## config.mk

```make
export PLATFORM = sky130hd
export DESIGN_NAME = sram_async_ctrl
export DESIGN_NICKNAME = d
export VERILOG_FILES = /design/src/rtl/cram_sram_pkg.sv /design/src/rtl/sram_async_ctrl.sv
export SDC_FILE = /design/constraint.sdc
export NUM_CORES = 1
export LEC_CHECK = 0
export ABC_AREA = 0
export ABC_CLOCK_PERIOD_IN_PS = 4700
export BUFFER_PORTS_ARGS = -buffer_cell sky130_fd_sc_hd__buf_4
export CORE_MARGIN = 2
export CORE_UTILIZATION = 51
export CTS_BUF_LIST = sky130_fd_sc_hd__clkbuf_8
export DETAILED_ROUTE_END_ITERATION = 16
export GPL_TIMING_DRIVEN = 0
export PLACE_DENSITY = 0.87
export SETUP_SLACK_MARGIN = 0.2
export SYNTH_ARGS = -nofsm -noshare
export SYNTH_HDL_FRONTEND = slang
export SYNTH_SLANG_ARGS = --single-unit
```

## constraint.sdc

```tcl
create_clock -name clk12 -period 4.7 [get_ports clk12]
set_clock_uncertainty 0.1 [all_clocks]
set_input_delay 0.94 -clock clk12 [delete_from_list [all_inputs] [get_ports clk12]]
set_output_delay 0.94 -clock clk12 [all_outputs]
set_load 0.005 [all_outputs]
```

## src/rtl/cram_sram_pkg.sv

```systemverilog
// cram_sram_pkg: shared types, default timing and sizing helpers for the async SRAM controller
package cram_sram_pkg;

  typedef enum logic [3:0] {
    ST_RST,
    ST_IDLE,
    ST_RD,
    ST_TURN,
    ST_WS,
    ST_WP,
    ST_WH,
    ST_SLEEP,
    ST_WAKE
  } sram_state_e;

  localparam int DEF_ADDR_W     = 22;
  localparam int DEF_DATA_W     = 32;
  localparam int DEF_RD_WAIT    = 3;
  localparam int DEF_WR_SETUP   = 1;
  localparam int DEF_WR_PULSE   = 3;
  localparam int DEF_WR_HOLD    = 1;
  localparam int DEF_TURNAROUND = 1;
  localparam int DEF_SLEEP_IDLE = 0;
  localparam int DEF_WAKE_CYC   = 4;
  localparam int DEF_LANES      = DEF_DATA_W / 8;

  function automatic int max6(input int a, input int b, input int c, input int d, input int e,
                              input int f);
    int m;
    m = a;
    m = (b > m) ? b : m;
    m = (c > m) ? c : m;
    m = (d > m) ? d : m;
    m = (e > m) ? e : m;
    m = (f > m) ? f : m;
    return m;
  endfunction

  // Bits needed to hold values 0..m.
  function automatic int cnt_width(input int m);
    return (m < 1) ? 1 : $clog2(m + 1);
  endfunction

endpackage

```

## src/rtl/sram_async_ctrl.sv

```systemverilog
// sram_async_ctrl: single-word valid/ready bus to asynchronous SRAM pin sequencer
module sram_async_ctrl
  import cram_sram_pkg::*;
#(
  parameter int ADDR_W     = DEF_ADDR_W,
  parameter int DATA_W     = DEF_DATA_W,
  parameter int RD_WAIT    = DEF_RD_WAIT,
  parameter int WR_SETUP   = DEF_WR_SETUP,
  parameter int WR_PULSE   = DEF_WR_PULSE,
  parameter int WR_HOLD    = DEF_WR_HOLD,
  parameter int TURNAROUND = DEF_TURNAROUND,
  parameter int SLEEP_IDLE = DEF_SLEEP_IDLE,
  parameter int WAKE_CYC   = DEF_WAKE_CYC
) (
  input  logic                  clk12,
  input  logic                  reset,
  input  logic                  req_valid,
  output logic                  req_ready,
  input  logic                  req_we,
  input  logic [ADDR_W-1:0]     req_addr,
  input  logic [DATA_W-1:0]     req_wdata,
  input  logic [DATA_W/8-1:0]   req_be,
  output logic                  rsp_valid,
  output logic [DATA_W-1:0]     rsp_rdata,
  output logic [ADDR_W-1:0]     sram_adr,
  output logic                  sram_ce_n,
  output logic                  sram_oe_n,
  output logic                  sram_we_n,
  output logic                  sram_zz_n,
  output logic [DATA_W/8-1:0]   sram_dm_n,
  output logic [DATA_W-1:0]     sram_d_o,
  output logic                  sram_d_oe,
  input  logic [DATA_W-1:0]     sram_d_i
);

  localparam int BE_W = DATA_W / 8;
  localparam int CW   = cnt_width(max6(RD_WAIT, WR_SETUP, WR_PULSE, WR_HOLD, TURNAROUND, WAKE_CYC));
  localparam int IW   = cnt_width(SLEEP_IDLE);

  sram_state_e     state, state_nxt;
  logic [CW-1:0]   cnt, cnt_ld;
  logic [IW-1:0]   idle_cnt;
  logic            accept, done, sleep_hit;
  logic            ce_n_d, oe_n_d, we_n_d, zz_n_d, d_oe_d, ready_d;
  logic [BE_W-1:0] dm_n_d;

  assign accept    = req_valid && req_ready;
  assign done      = cnt == '0;
  assign sleep_hit = (SLEEP_IDLE != 0) && (idle_cnt == IW'(SLEEP_IDLE - 1));

  // State, shared phase counter (reloaded on every state change) and idle run length
  always_ff @(posedge clk12) begin
    if (reset) begin
      state    <= ST_RST;
      cnt      <= '0;
      idle_cnt <= '0;
    end else begin
      state    <= state_nxt;
      cnt      <= (state_nxt != state) ? cnt_ld : cnt - CW'(1);
      idle_cnt <= (SLEEP_IDLE != 0 && state == ST_IDLE && !req_valid && !sleep_hit)
                  ? idle_cnt + IW'(1) : '0;
    end
  end

  // Next state: each timed phase ends when the counter reaches zero
  always_comb begin
    state_nxt = state;
    case (state)
      ST_RST:   state_nxt = ST_IDLE;
      ST_IDLE:  state_nxt = accept ? (req_we ? ST_WS : ST_RD)
                          : (!req_valid && sleep_hit) ? ST_SLEEP : ST_IDLE;
      ST_RD:    state_nxt = done ? ST_TURN : ST_RD;
      ST_TURN:  state_nxt = done ? ST_IDLE : ST_TURN;
      ST_WS:    state_nxt = done ? ST_WP : ST_WS;
      ST_WP:    state_nxt = done ? ST_WH : ST_WP;
      ST_WH:    state_nxt = done ? ST_IDLE : ST_WH;
      ST_SLEEP: state_nxt = req_valid ? ST_WAKE : ST_SLEEP;
      ST_WAKE:  state_nxt = done ? ST_IDLE : ST_WAKE;
      default:  state_nxt = ST_RST;
    endcase
  end

  // Pin values for the coming cycle, decoded from the state being entered
  always_comb begin
    cnt_ld = state_nxt == ST_RD   ? CW'(RD_WAIT - 1)
           : state_nxt == ST_TURN ? CW'(TURNAROUND - 1)
           : state_nxt == ST_WS   ? CW'(WR_SETUP - 1)
           : state_nxt == ST_WP   ? CW'(WR_PULSE - 1)
           : state_nxt == ST_WH   ? CW'(WR_HOLD - 1)
           : state_nxt == ST_WAKE ? CW'(WAKE_CYC - 1) : '0;
    d_oe_d  = state_nxt == ST_WS || state_nxt == ST_WP || state_nxt == ST_WH;
    ce_n_d  = !(d_oe_d || state_nxt == ST_RD);
    oe_n_d  = state_nxt != ST_RD;
    we_n_d  = state_nxt != ST_WP;
    zz_n_d  = state_nxt != ST_SLEEP;
    ready_d = state_nxt == ST_IDLE;
    dm_n_d  = state_nxt == ST_RD ? '0
            : d_oe_d ? (accept ? ~req_be : sram_dm_n) : '1;
  end

  // Registered pins and response; address/data frozen from accept until the next accept
  always_ff @(posedge clk12) begin
    if (reset) begin
      sram_ce_n <= 1'b1;
      sram_oe_n <= 1'b1;
      sram_we_n <= 1'b1;
      sram_zz_n <= 1'b1;
      sram_dm_n <= '1;
      sram_d_oe <= 1'b0;
      sram_adr  <= '0;
      sram_d_o  <= '0;
      req_ready <= 1'b0;
      rsp_valid <= 1'b0;
      rsp_rdata <= '0;
    end else begin
      sram_ce_n <= ce_n_d;
      sram_oe_n <= oe_n_d;
      sram_we_n <= we_n_d;
      sram_zz_n <= zz_n_d;
      sram_dm_n <= dm_n_d;
      sram_d_oe <= d_oe_d;
      req_ready <= ready_d;
      rsp_valid <= done && (state == ST_RD || state == ST_WH);
      if (accept) begin
        sram_adr <= req_addr;
        sram_d_o <= req_wdata;
      end
      if (done && state == ST_RD) rsp_rdata <= sram_d_i;
    end
  end

endmodule

```

==> results of run 1 <==
==> power groups by stage <==
stage	clock [mW]	combinational, mW	sequential [mW]
global placement	0	0.360	0.979
finish	0.526	0.370	0.961
CTS	0.531	0.369	0.961
floorplan	0	0.188	0.982
detailed placement	0	0.368	0.982
global route	0.575	0.405	0.968
==> worst max-delay path, cell delays in order <==
cell      delay (ns)
buf_4           0.13
nand2_1         0.36
nor3_4          0.08
a211oi_2        0.42
a21oi_2         0.13
or2_2           0.37
o221ai_1        0.22
==> cell usage after synthesis, drive strengths merged, types with 2 or more instances <==
master / n
o21ai: 2
nand3: 2
clkbuf: 26
nand2b: 4
nand2: 182
nor3: 12
nor2: 21
ha: 2
a211oi: 4
o221ai: 4
buf: 9
o31ai: 2
dfxtp: 104
inv: 5
and3: 2
and2: 3
nor4: 2
a21oi: 90
nand3b: 3
==> sequential cells by signal (all words and copies together) (netlist names) <==
name	count
sram_we_n	1
sram_oe_n	1
cnt	3
rsp_valid	1
req_ready	1
sram_zz_n	1
sram_dm_n	4
sram_d_o	32
state	4
rsp_rdata	32
sram_ce_n	1
sram_d_oe	1
sram_adr	22
==> through the flow <==
step                instances  hold slack, ns  total power, mW
CTS                       801           0.360             1.86
global route              801           0.376             1.95
global placement          785           0.343             1.34
detailed placement        785           0.344             1.35
finish                    801           0.359             1.86
floorplan                 497           0.323             1.17
==> logic make-up after synthesis <==
logic type,after synthesis
AOI/OAI and AO/OA,110
xor gates and xnor gates,2
adders and majority gates,2
buffers and inverters,40
DFF,104
muxes,1
and+or+nand+nor,238
==> worst max-delay path by stage <==
stage	from	to	slack, ns	depth (start not counted)
finish	req_valid	sram_dm_n[2]	2.22	7
global route	cnt[0]	sram_dm_n[2]	2.09	8
CTS	req_valid	sram_dm_n[2]	2.26	7
detailed placement	req_valid	sram_dm_n[2]	1.88	7
global placement	req_valid	sram_dm_n[0]	1.92	7
floorplan	req_valid	sram_dm_n[0]	2.36	7
==> cell type report <==
class	instances	area [sq um]	share of cell area
Timing Repair Buffer	189	1420	0.251
Clock inverter	7	65.1	0.0115
Sequential cell	104	2080	0.368
Clock buffer	9	124	0.0219
Inverter	5	18.8	0.00332
Buffer	35	148	0.0261
Multi-Input combinational cell	353	1670	0.296
Tap cell	99	124	0.0219
==> layer usage <==
metal	GRT usage	share of wire	vias up
met5	0	0	-
li1	-	-	2036
met3	0.0822	0.099	24
met4	0.109	0.025	0
met2	0.468	0.49	188
met1	0.310	0.39	1798
==> impl_results.md, run 1 <==
- Final core occ: 0.771
- CTS H-tree depth: 3
- WL/cell: 14.2 microns
- Fill count: 537
- Period Utilization, post-route: 0.528
- Leak: 2.43 nW
- Final Setup Violations: 0
- Die Area: 8410 sq um
- Synth Cell Area: 3920 sq um
- Crit path DAT: 2.66 ns
- Slew margin rel.: 0.601
- Share of layout cells above drive strength 1: 0.315
- CTS Buffer Depth: 2
- Xor/xnor share of the synthesized area: 0.00447
- Most frequent cells in the layout: 190 x buf_4, 182 x nand2_1, 104 x dfxtp_1
- Global-route wire length before repair: 18.2 mm
- Int Power: 1.31 mW
- Vias: 4046
- Worst Hold Class: reg2reg
- Num Clock Sinks: 104
- Worst VDD drop: 204 uV
- Main combinational cell family by area after synthesis: simple AND/OR/NAND/NOR gates
- Worst hold path cell count: 2
- Antenna Cells: 0
- Worst-path clk slew: 0.09 ns
- Initial DRC count: 145
- # hold bufs at CTS: 0
- Min-delay src: rsp_rdata[10]
- FF+latch count, synth: 104
- Largest net degree at the start of global routing: 20
- Antenna Nets Post-Route: 0
- Num CTS Buffers: 9
- Nets: 793
- Run status: complete, no violations
- Total track usage: 0.270
- Switching Share: 0.293
- Largest cells by area after synthesis: dfxtp_1 53%, nand2_1 17%, a21oi_1 11%
- Initial DRT Pass Iterations: 4
- Vias in the first global route: 3860
- Worst hold endpoint: rsp_rdata[10]
- Net Count, Synth: 593
- Post-CTS setup buffers: 0
- Final Hold Fails: 0
- Post-route minimum period: 2.48 ns
- Flop pwr share: 0.518
- Ys flop type: dfxtp_1
- R2r worst-path depth: 8
- Initial antenna violation count: 0
- Synth warn: 0
- Pre-CTS setup slack: 1.88 ns
- Dpl hpwl: 8.92 mm
- Setup crit end kind: register
- Port bufs: 189
- Mux share of post-synthesis cell area: 0.00255
- Post-route setup TNS: 0 ns
- Layout area overhead: 44.2%
- Clock share of power: 0.283
- Worst slew pin tran: 0.598 ns
- Compound-Gate Fraction of Synth Area: 0.159
- Distinct cells, synth: 46
- Synthesized instance count: 497
- TritonCTS clock tree: yes
- Drt drc: 0
- Worst R2R End: sram_dm_n[2]
- Leading cell type in the layout, fill and taps excluded: buf_4
- Flop-to-flop setup slack: 2.23 ns
- Post-DP Area: 5460 sq um
- Root Buffer Master: clkbuf_8
- Post-synthesis simple-gate area fraction: 0.254
- Post-synth EDFFs: 0
- Critical path launch point type: input pin
- Post-Synth Adder-Cell Area: 0.00638
- Site row count: 31
- Fin area: 5650 sq um
- Sequential share of the synthesized area: 0.531
- WS Path Type: in2reg
- Max-slew violation count: 0
- Syn_area_per_cell: 7.89 sq um
- Routability Congestion: 0.896
- Synth area leader: dfxtp_1
- Total gr overflow: 0
- Max-cap viol count: 0
- Share of the synthesized area in the top cell type: 0.531
- Power per cell area: 329 nW/um^2
- I/O pin cnt: 191
- Die W: 91.7 microns
- Largest fanout on the critical path: 9
- Max Fclk: 0.403 GHz
- DRT Wirelength: 11.4 mm
- Worst-Skew Late Latency: 0.36 ns
- Via/cell ratio: 5.05
- Switching Power: 0.544 mW
- Post_cts resized: 0
- Combinational share of power: 0.199
- RSZ-0062 raised after global routing: false
- Post-synth ARST share: 0
- Core box area: 7330 sq um
- WP data required: 4.88 ns
- Final worst slack: 2.22 ns
- Die Height: 91.7 microns
- Launch point of the worst reg-to-reg path: cnt[0]
- Starting Density: 0.535
(Power assumes the default switching activity.)
==> run 2, diff against run 1 <==
ABC_AREA = 1   (was 0)
ABC_CLOCK_PERIOD_IN_PS = 2600   (was 4700)
CORE_UTILIZATION = 48   (was 51)
PLACE_DENSITY = 0.83   (was 0.87)
clock period = 2.6 ns   (was 4.7 ns; I/O delays follow)
==> impl_results.md, run 2 <==
- Run status: complete, no violations (unchanged)
- Post_cts resized: 0 (unchanged)
- WHS: 0.292 ns (was 0.359 ns)
- Post-synth ARST share: 0 (unchanged)
- Vias in the first global route: 3765 (was 3860)
- CTS H-tree depth: 3 (unchanged)
- Total power: 3.67 mW (was 1.86 mW)
- Routability Congestion: 0.945 (was 0.896)
- FF+latch count, synth: 104 (unchanged)
- Synth Cell Area: 3990 sq um (was 3920 sq um)
- Dpl hpwl: 8.56 mm (was 8.92 mm)
- Share of layout cells above drive strength 1: 0.320 (was 0.315)
- Syn_area_per_cell: 7.54 sq um (was 7.89 sq um)
- Post-DP Area: 5540 sq um (was 5460 sq um)
- Worst-path clk slew: 0.11 ns (was 0.09 ns)
- Largest cells by area after synthesis: dfxtp_1 52%, nor2_1 12%, nand2_1 9.4% (was dfxtp_1 53%, nand2_1 17%, a21oi_1 11%)
- Num CTS Buffers: 9 (unchanged)
- Post-route minimum period: 2.11 ns
- Vias: 4202 (was 4046)
- Total gr overflow: 0 (unchanged)
- Site row count: 33 (was 31)
- Power per cell area: 639 nW/um^2 (was 329 nW/um^2)
- Final Hold Fails: 0 (unchanged)
- Most common cell in the netlist: nor2_1 (was nand2_1)
- Critical Path Start: cnt[0] (was req_valid)
- CTS Buffer Depth: 2 (unchanged)
- Final Setup Violations: 0 (unchanged)
- Post-CTS setup buffers: 0 (unchanged)
- Worst slew pin tran: 0.500 ns (was 0.598 ns)
- Max-cap viol count: 0 (unchanged)
- Critical Path End: sram_dm_n[0] (was sram_dm_n[2])
- Multi-input gate area: 1710 sq um (was 1670 sq um)
- Nets: 825 (was 793)
- Die Area: 9050 sq um (was 8410 sq um)
- Most frequent cells in the layout: 189 x buf_4, 123 x nor2_1, 104 x dfxtp_1 (was 190 x buf_4, 182 x nand2_1, 104 x dfxtp_1)
- Top cells by count, synth: 123 x nor2_1, 104 x dfxtp_1, 100 x nand2_1 (was 182 x nand2_1, 104 x dfxtp_1, 89 x a21oi_1)
- Port bufs: 189 (unchanged)
- R2r worst-path depth: 11 (was 8)
- Fin area: 5750 sq um (was 5650 sq um)
- Worst VDD drop: 465 uV (was 204 uV)
- Met1 GRT Util: 0.273 (was 0.310)
- DRT Wirelength: 11.1 mm (was 11.4 mm)
- TritonCTS clock tree: yes (unchanged)
- Largest net degree at the start of global routing: 20 (unchanged)
- Initial DRC count: 208 (was 145)
- Total track usage: 0.240 (was 0.270)
- Layout area overhead: 44.1% (was 44.2%)
- RSZ-0062 raised after global routing: false (unchanged)
- Top Registers: rsp_rdata: 32 flops, sram_d_o: 32 flops, sram_adr: 22 flops (unchanged)
- Antenna Cells: 0 (unchanged)
- Synth area leader: dfxtp_1 (unchanged)
- Storage cell area: 2080 sq um (unchanged)
- Launch point of the worst reg-to-reg path: cnt[0] (unchanged)
- Distinct cells, synth: 26 (was 46)
- Crit path DAT: 2.26 ns (was 2.66 ns)
- Fill count: 619 (was 537)
- Post-route setup TNS: 0 ns (unchanged)
- Root Buffer Master: clkbuf_8 (unchanged)
- Worst-Skew Late Latency: 0.37 ns (was 0.36 ns)
- Core box area: 8130 sq um (was 7330 sq um)
- WL/cell: 13.2 microns (was 14.2 microns)
- Worst R2R End: sram_dm_n[0] (was sram_dm_n[2])
- Min-delay src: sram_d_i[29] (was rsp_rdata[10])
- Critical path launch point type: register (was input pin)
- Antenna Nets Post-Route: 0 (unchanged)
- Initial DRT Pass Iterations: 4 (unchanged)
- WP data required: 2.75 ns (was 4.88 ns)
- Num Clock Sinks: 104 (unchanged)
- Die Height: 95.1 microns (was 91.7 microns)
- Max-slew violation count: 0 (unchanged)
- Via/cell ratio: 5.01 (was 5.05)
- Share of the synthesized area in the top cell type: 0.522 (was 0.531)
- I/O pin cnt: 191 (unchanged)
- M3 GR Usage: 0.0972 (was 0.0822)
- Sequential share of the synthesized area: 0.522 (was 0.531)
- Flop-to-flop setup slack: 0.49 ns (was 2.23 ns)
- Max Fclk: 0.473 GHz
- Slew margin rel.: 0.667 (was 0.601)
- Die W: 95.1 microns (was 91.7 microns)
- Period Utilization, post-route: 0.813
- Synthesized instance count: 529 (was 497)
- Setup crit end kind: register (unchanged)
- Final core occ: 0.707 (was 0.771)
- Post-synth EDFFs: 0 (unchanged)
- Largest fanout on the critical path: 8 (was 9)
- Net Count, Synth: 625 (was 593)
- Synth warn: 0 (unchanged)
- Worst Hold Class: in2reg (was reg2reg)
- Global-route met2 utilization: 0.409 (was 0.468)
- Leading cell type in the layout, fill and taps excluded: buf_4 (unchanged)
- WS Path Type: reg2reg (was in2reg)
- Ys flop type: dfxtp_1 (unchanged)
- GRT Max-Usage Layer: met2 (unchanged)
- Starting Density: 0.490 (was 0.535)
- Initial antenna violation count: 0 (unchanged)
- # hold bufs at CTS: 0 (unchanged)
- Drt drc: 0 (unchanged)
- Leak: 2.65 nW (was 2.43 nW)
- Global-route wire length before repair: 17.2 mm (was 18.2 mm)
==> run 2: worst min-delay path by stage <==
stage | depth (start not counted) | slack (ns) | end
global route | 3 | 0.29 | rsp_rdata[29]
floorplan | 2 | 0.36 | rsp_rdata[0]
global placement | 2 | 0.35 | rsp_rdata[12]
CTS | 3 | 0.28 | rsp_rdata[25]
finish | 3 | 0.29 | rsp_rdata[29]
detailed placement | 2 | 0.36 | rsp_rdata[2]
==> run 2: worst max-delay path, cell delays in order (launching register included) <==
cell and delay [ns]:
dfxtp_1 0.31, inv_1 0.10, ha_1 0.17, nand2_1 0.20
nand3_1 0.24, inv_1 0.07, nor2_2 0.15, nand2_4 0.10
a21oi_4 0.28, nand2_4 0.10, nand3_1 0.09, nand3_1 0.08
==> run 2: per-stage QoR <==
| stage | instances | setup slack (ns) |
|---|---|---|
| final | 839 | 0.486 |
| after global routing | 839 | 0.292 |
| after CTS | 839 | 0.481 |
| after detailed placement | 823 | 0.504 |
| after global placement | 823 | 0.573 |
| after floorplan | 529 | 0.822 |
==> run 2: metal layers <==
layer,vias to the layer above,part of all wire
met4,0,0.019
li1,2095,-
met3,19,0.11
met2,189,0.48
met5,-,0
met1,1899,0.39
==> run 2: final cells by class <==
| type | count | share of cell area |
|---|---|---|
| clock buffers | 9 | 0.0215 |
| multi-input cells | 375 | 0.298 |
| flip-flops and latches | 104 | 0.362 |
| repair buffers | 189 | 0.247 |
| well taps | 105 | 0.0229 |
| inverters | 22 | 0.0146 |
| clock inverters | 7 | 0.0150 |
| plain buffers | 28 | 0.0189 |
==> run 2: power breakdown <==
part / internal, mW / switching [mW]
clock: 0.465 / 0.598
sequential: 1.73 / 0.0740
combinational: 0.384 / 0.425
==> run 2: cell families (layout without fill, tap and decap cells) <==
| family | count (synthesis) | in the layout | share of synthesized area |
|---|---|---|---|
| AO/OA/AOI/OAI | 92 | 92 | 0.120 |
| AND/OR/NAND/NOR | 280 | 280 | 0.302 |
| adder cells (fa/ha/maj) | 2 | 2 | 0.00627 |
| XOR/XNOR | 1 | 1 | 0.00220 |
| flip-flops | 104 | 104 | 0.522 |
| buffers and inverters | 50 | 255 | 0.0483 |
==> run 3, diff against run 2 <==
ABC_AREA = 0   (was 1)
ABC_CLOCK_PERIOD_IN_PS = 2000   (was 2600)
CORE_UTILIZATION = 47   (was 48)
PLACE_DENSITY = 0.81   (was 0.83)
clock period = 2 ns   (was 2.6 ns; I/O delays follow)
==> impl_results.md, run 3 (synthesis results as in run 1) <==
- WP data required: 2.14 ns (was 2.75 ns)
- Leading cell type in the layout, fill and taps excluded: buf_4 (unchanged)
- Finished Layout Cells: 827 (was 839)
- Setup crit end kind: register (unchanged)
- Dpl hpwl: 8.72 mm (was 8.56 mm)
- Drt drc: 0 (unchanged)
- Crit path DAT: 2.37 ns (was 2.26 ns)
- Site row count: 33 (unchanged)
- Die W: 95.3 microns (was 95.1 microns)
- Met1 WL: 5.17 mm (was 4.34 mm)
- Largest fanout on the critical path: 10 (was 8)
- Critical Path End: sram_dm_n[1] (was sram_dm_n[0])
- Worst VDD drop: 432 uV (was 465 uV)
- Initial DRC count: 185 (was 208)
- Fill count: 533 (was 619)
- Die Height: 95.3 microns (was 95.1 microns)
- Worst-path clk slew: 0.11 ns (about the same)
- CP max-delay cell: nor3_1 (was dfxtp_1)
- Post-route minimum period: 2.23 ns (was 2.11 ns)
- Num Clock Sinks: 104 (unchanged)
- CP peak stage delay: 0.40 ns (was 0.31 ns)
- Vias: 4290 (was 4202)
- Most frequent cells in the layout: 208 x buf_4, 152 x nand2_1, 100 x dfxtp_1 (was 189 x buf_4, 123 x nor2_1, 104 x dfxtp_1)
- Nets: 813 (was 825)
- Layout area overhead: 64.1% (was 44.1%)
- Worst slew pin tran: 0.761 ns (was 0.500 ns)
- Share of layout cells above drive strength 1: 0.461 (was 0.320)
- Final Setup Violations: 13 (was 0)
- WL met2: 6.62 mm (was 5.33 mm)
- Final Hold Fails: 0 (unchanged)
- Initial DRT Pass Iterations: 5 (was 4)
- Initial antenna violation count: 0 (unchanged)
- Dpl cells: 791 (was 823)
- Slew margin rel.: 0.492 (was 0.667)
- Period Utilization, post-route: 1.11 (was 0.813)
- Flop-to-flop setup slack: -0.23 ns (was 0.49 ns)
- Routability Congestion: 0.877 (was 0.945)
- WS Path Type: reg2reg (unchanged)
- Via/cell ratio: 5.19 (was 5.01)
- Final worst slack: -0.229 ns (was 0.486 ns)
- Critical Path Start: state[1] (was cnt[0])
- Die Area: 9090 sq um (was 9050 sq um)
- Core box area: 8130 sq um (unchanged)
- Max Fclk: 0.449 GHz (was 0.473 GHz)
- Top Registers: rsp_rdata: 32 flops, sram_d_o: 32 flops, sram_adr: 22 flops (unchanged)
- Num CTS Buffers: 9 (unchanged)
- Max Used Layer: met4 (unchanged)
- Failing checks: negative setup slack
- Antenna Nets Post-Route: 0 (unchanged)
- RSZ-0062 raised after global routing: true (was false)
- CP cell instances: buf_2, nand3b_1, nor3_1, a211oi_2, buf_4, nor3_4, and2_4, o221ai_1 (was inv_1, ha_1, nand2_1, nand3_1, inv_1, nor2_2, nand2_4, a21oi_4, nand2_4, nand3_1, nand3_1)
- Vias in the first global route: 3882 (was 3765)
- R2r worst-path depth: 8 (was 11)
- Root Buffer Master: clkbuf_8 (unchanged)
- Worst Hold Class: in2reg (unchanged)
- CTS H-tree depth: 3 (unchanged)
- I/O pin cnt: 191 (unchanged)
- # hold bufs at CTS: 0 (unchanged)
- TritonCTS clock tree: yes (unchanged)
- CTS Buffer Depth: 2 (unchanged)
- Total gr overflow: 0 (unchanged)
- Critical path launch point type: register (unchanged)
- WL/cell: 16.2 microns (was 13.2 microns)
- Launch point of the worst reg-to-reg path: state[1] (was cnt[0])
- DRT Wirelength: 13.4 mm (was 11.1 mm)
- Largest net degree at the start of global routing: 19 (was 20)
- Starting Density: 0.482 (was 0.490)
- Power per cell area: 735 nW/um^2 (was 639 nW/um^2)
- Port bufs: 189 (unchanged)
- Max-slew violation count: 0 (unchanged)
- Antenna Cells: 0 (unchanged)
- Post-route setup TNS: -2.07 ns (was 0 ns)
- Met3 wire length: 1.12 mm (was 1.22 mm)
- Leak: 2.89 nW (was 2.65 nW)
- Global-route wire length before repair: 18.2 mm (was 17.2 mm)
- Run status: finished with violations (was complete, no violations)
- Max-cap viol count: 0 (unchanged)
- Total track usage: 0.252 (was 0.240)
- Worst-Skew Late Latency: 0.37 ns (about the same)
- Worst R2R End: sram_dm_n[1] (was sram_dm_n[0])
## run 3: cell types whose count changed in the layout (fill, tap and decap cells not counted), moves of 7 or more
cell,before,now
nand2_1,100,152
o21ai_0,54,1
nor2_1,123,17
nand2_4,3,30
inv_1,18,3
nand3_1,32,1
a21oi_2,1,32
buf_4,189,208
a21oi_1,34,58
nor3_1,1,8
## run 3: cell type report
cell class,instances,area [sq um],area share
multi-input combinational,353,2130,0.331
inverter,5,18.8,0.00292
clock buffer,11,151,0.0235
clock inverter,5,50.0,0.00778
sequential,104,2090,0.324
timing repair buffer,209,1620,0.252
buffer,35,240,0.0373
tap,105,131,0.0204
## run 3: worst min-delay path by stage
stage                             from  cells past startpoint            end
after floorplan                 cnt[0]                      1         cnt[0]
after global placement          cnt[0]                      1         cnt[0]
after detailed placement  sram_adr[14]                      2   sram_adr[14]
after CTS                 req_wdata[5]                      3    sram_d_o[5]
after global routing      sram_d_i[10]                      3  rsp_rdata[10]
final                     sram_d_i[10]                      3  rsp_rdata[10]
## run 3: what timing repair did
item / in CTS / in global routing
pin swaps: 7 / 55
gates cloned: 0 / 3
endpoints found under the setup margin: 44 / 47
hold endpoints to repair: 0 / 0
setup buffers: 12 / 5
resized for setup: 31 / 118
## run 3: power breakdown
part | switching, mW | total (mW) | leakage (nW) | internal, mW
clock | 0.777 | 1.32 | 0.0993 | 0.544
combinational | 0.580 | 1.14 | 1.94 | 0.558
sequential | 0.0780 | 2.27 | 0.846 | 2.19
## run 3: worst max-delay path, delay by kind of cell (launching register included)
kind / cells / cell delay (ns)
compound gates: 2 / 0.22
buf+inv: 2 / 0.43
flops: 1 / 0.39
simple gates: 4 / 0.96
## run 3: metrics by stage
step / instance area, sq um / hold slack (ns) / setup slack [ns] / total power, mW / util
final: 6430 / 0.163 / -0.229 / 4.73 / 0.791
after global routing: 6430 / 0.157 / -0.301 / 4.91 / 0.791
after CTS: 5910 / 0.167 / -0.0843 / 4.54 / 0.726
after detailed placement: 5500 / 0.347 / -0.221 / 3.19 / 0.676
after global placement: 5500 / 0.336 / -0.155 / 3.16 / 0.676
after floorplan: 3950 / 0.319 / 0.0706 / 2.77 / -
## run 3: routing by layer
metal	GRT usage	vias to the layer above
li1	-	2070
met1	0.298	1952
met4	0.0785	0
met3	0.0680	44
met5	0	-
met2	0.445	224
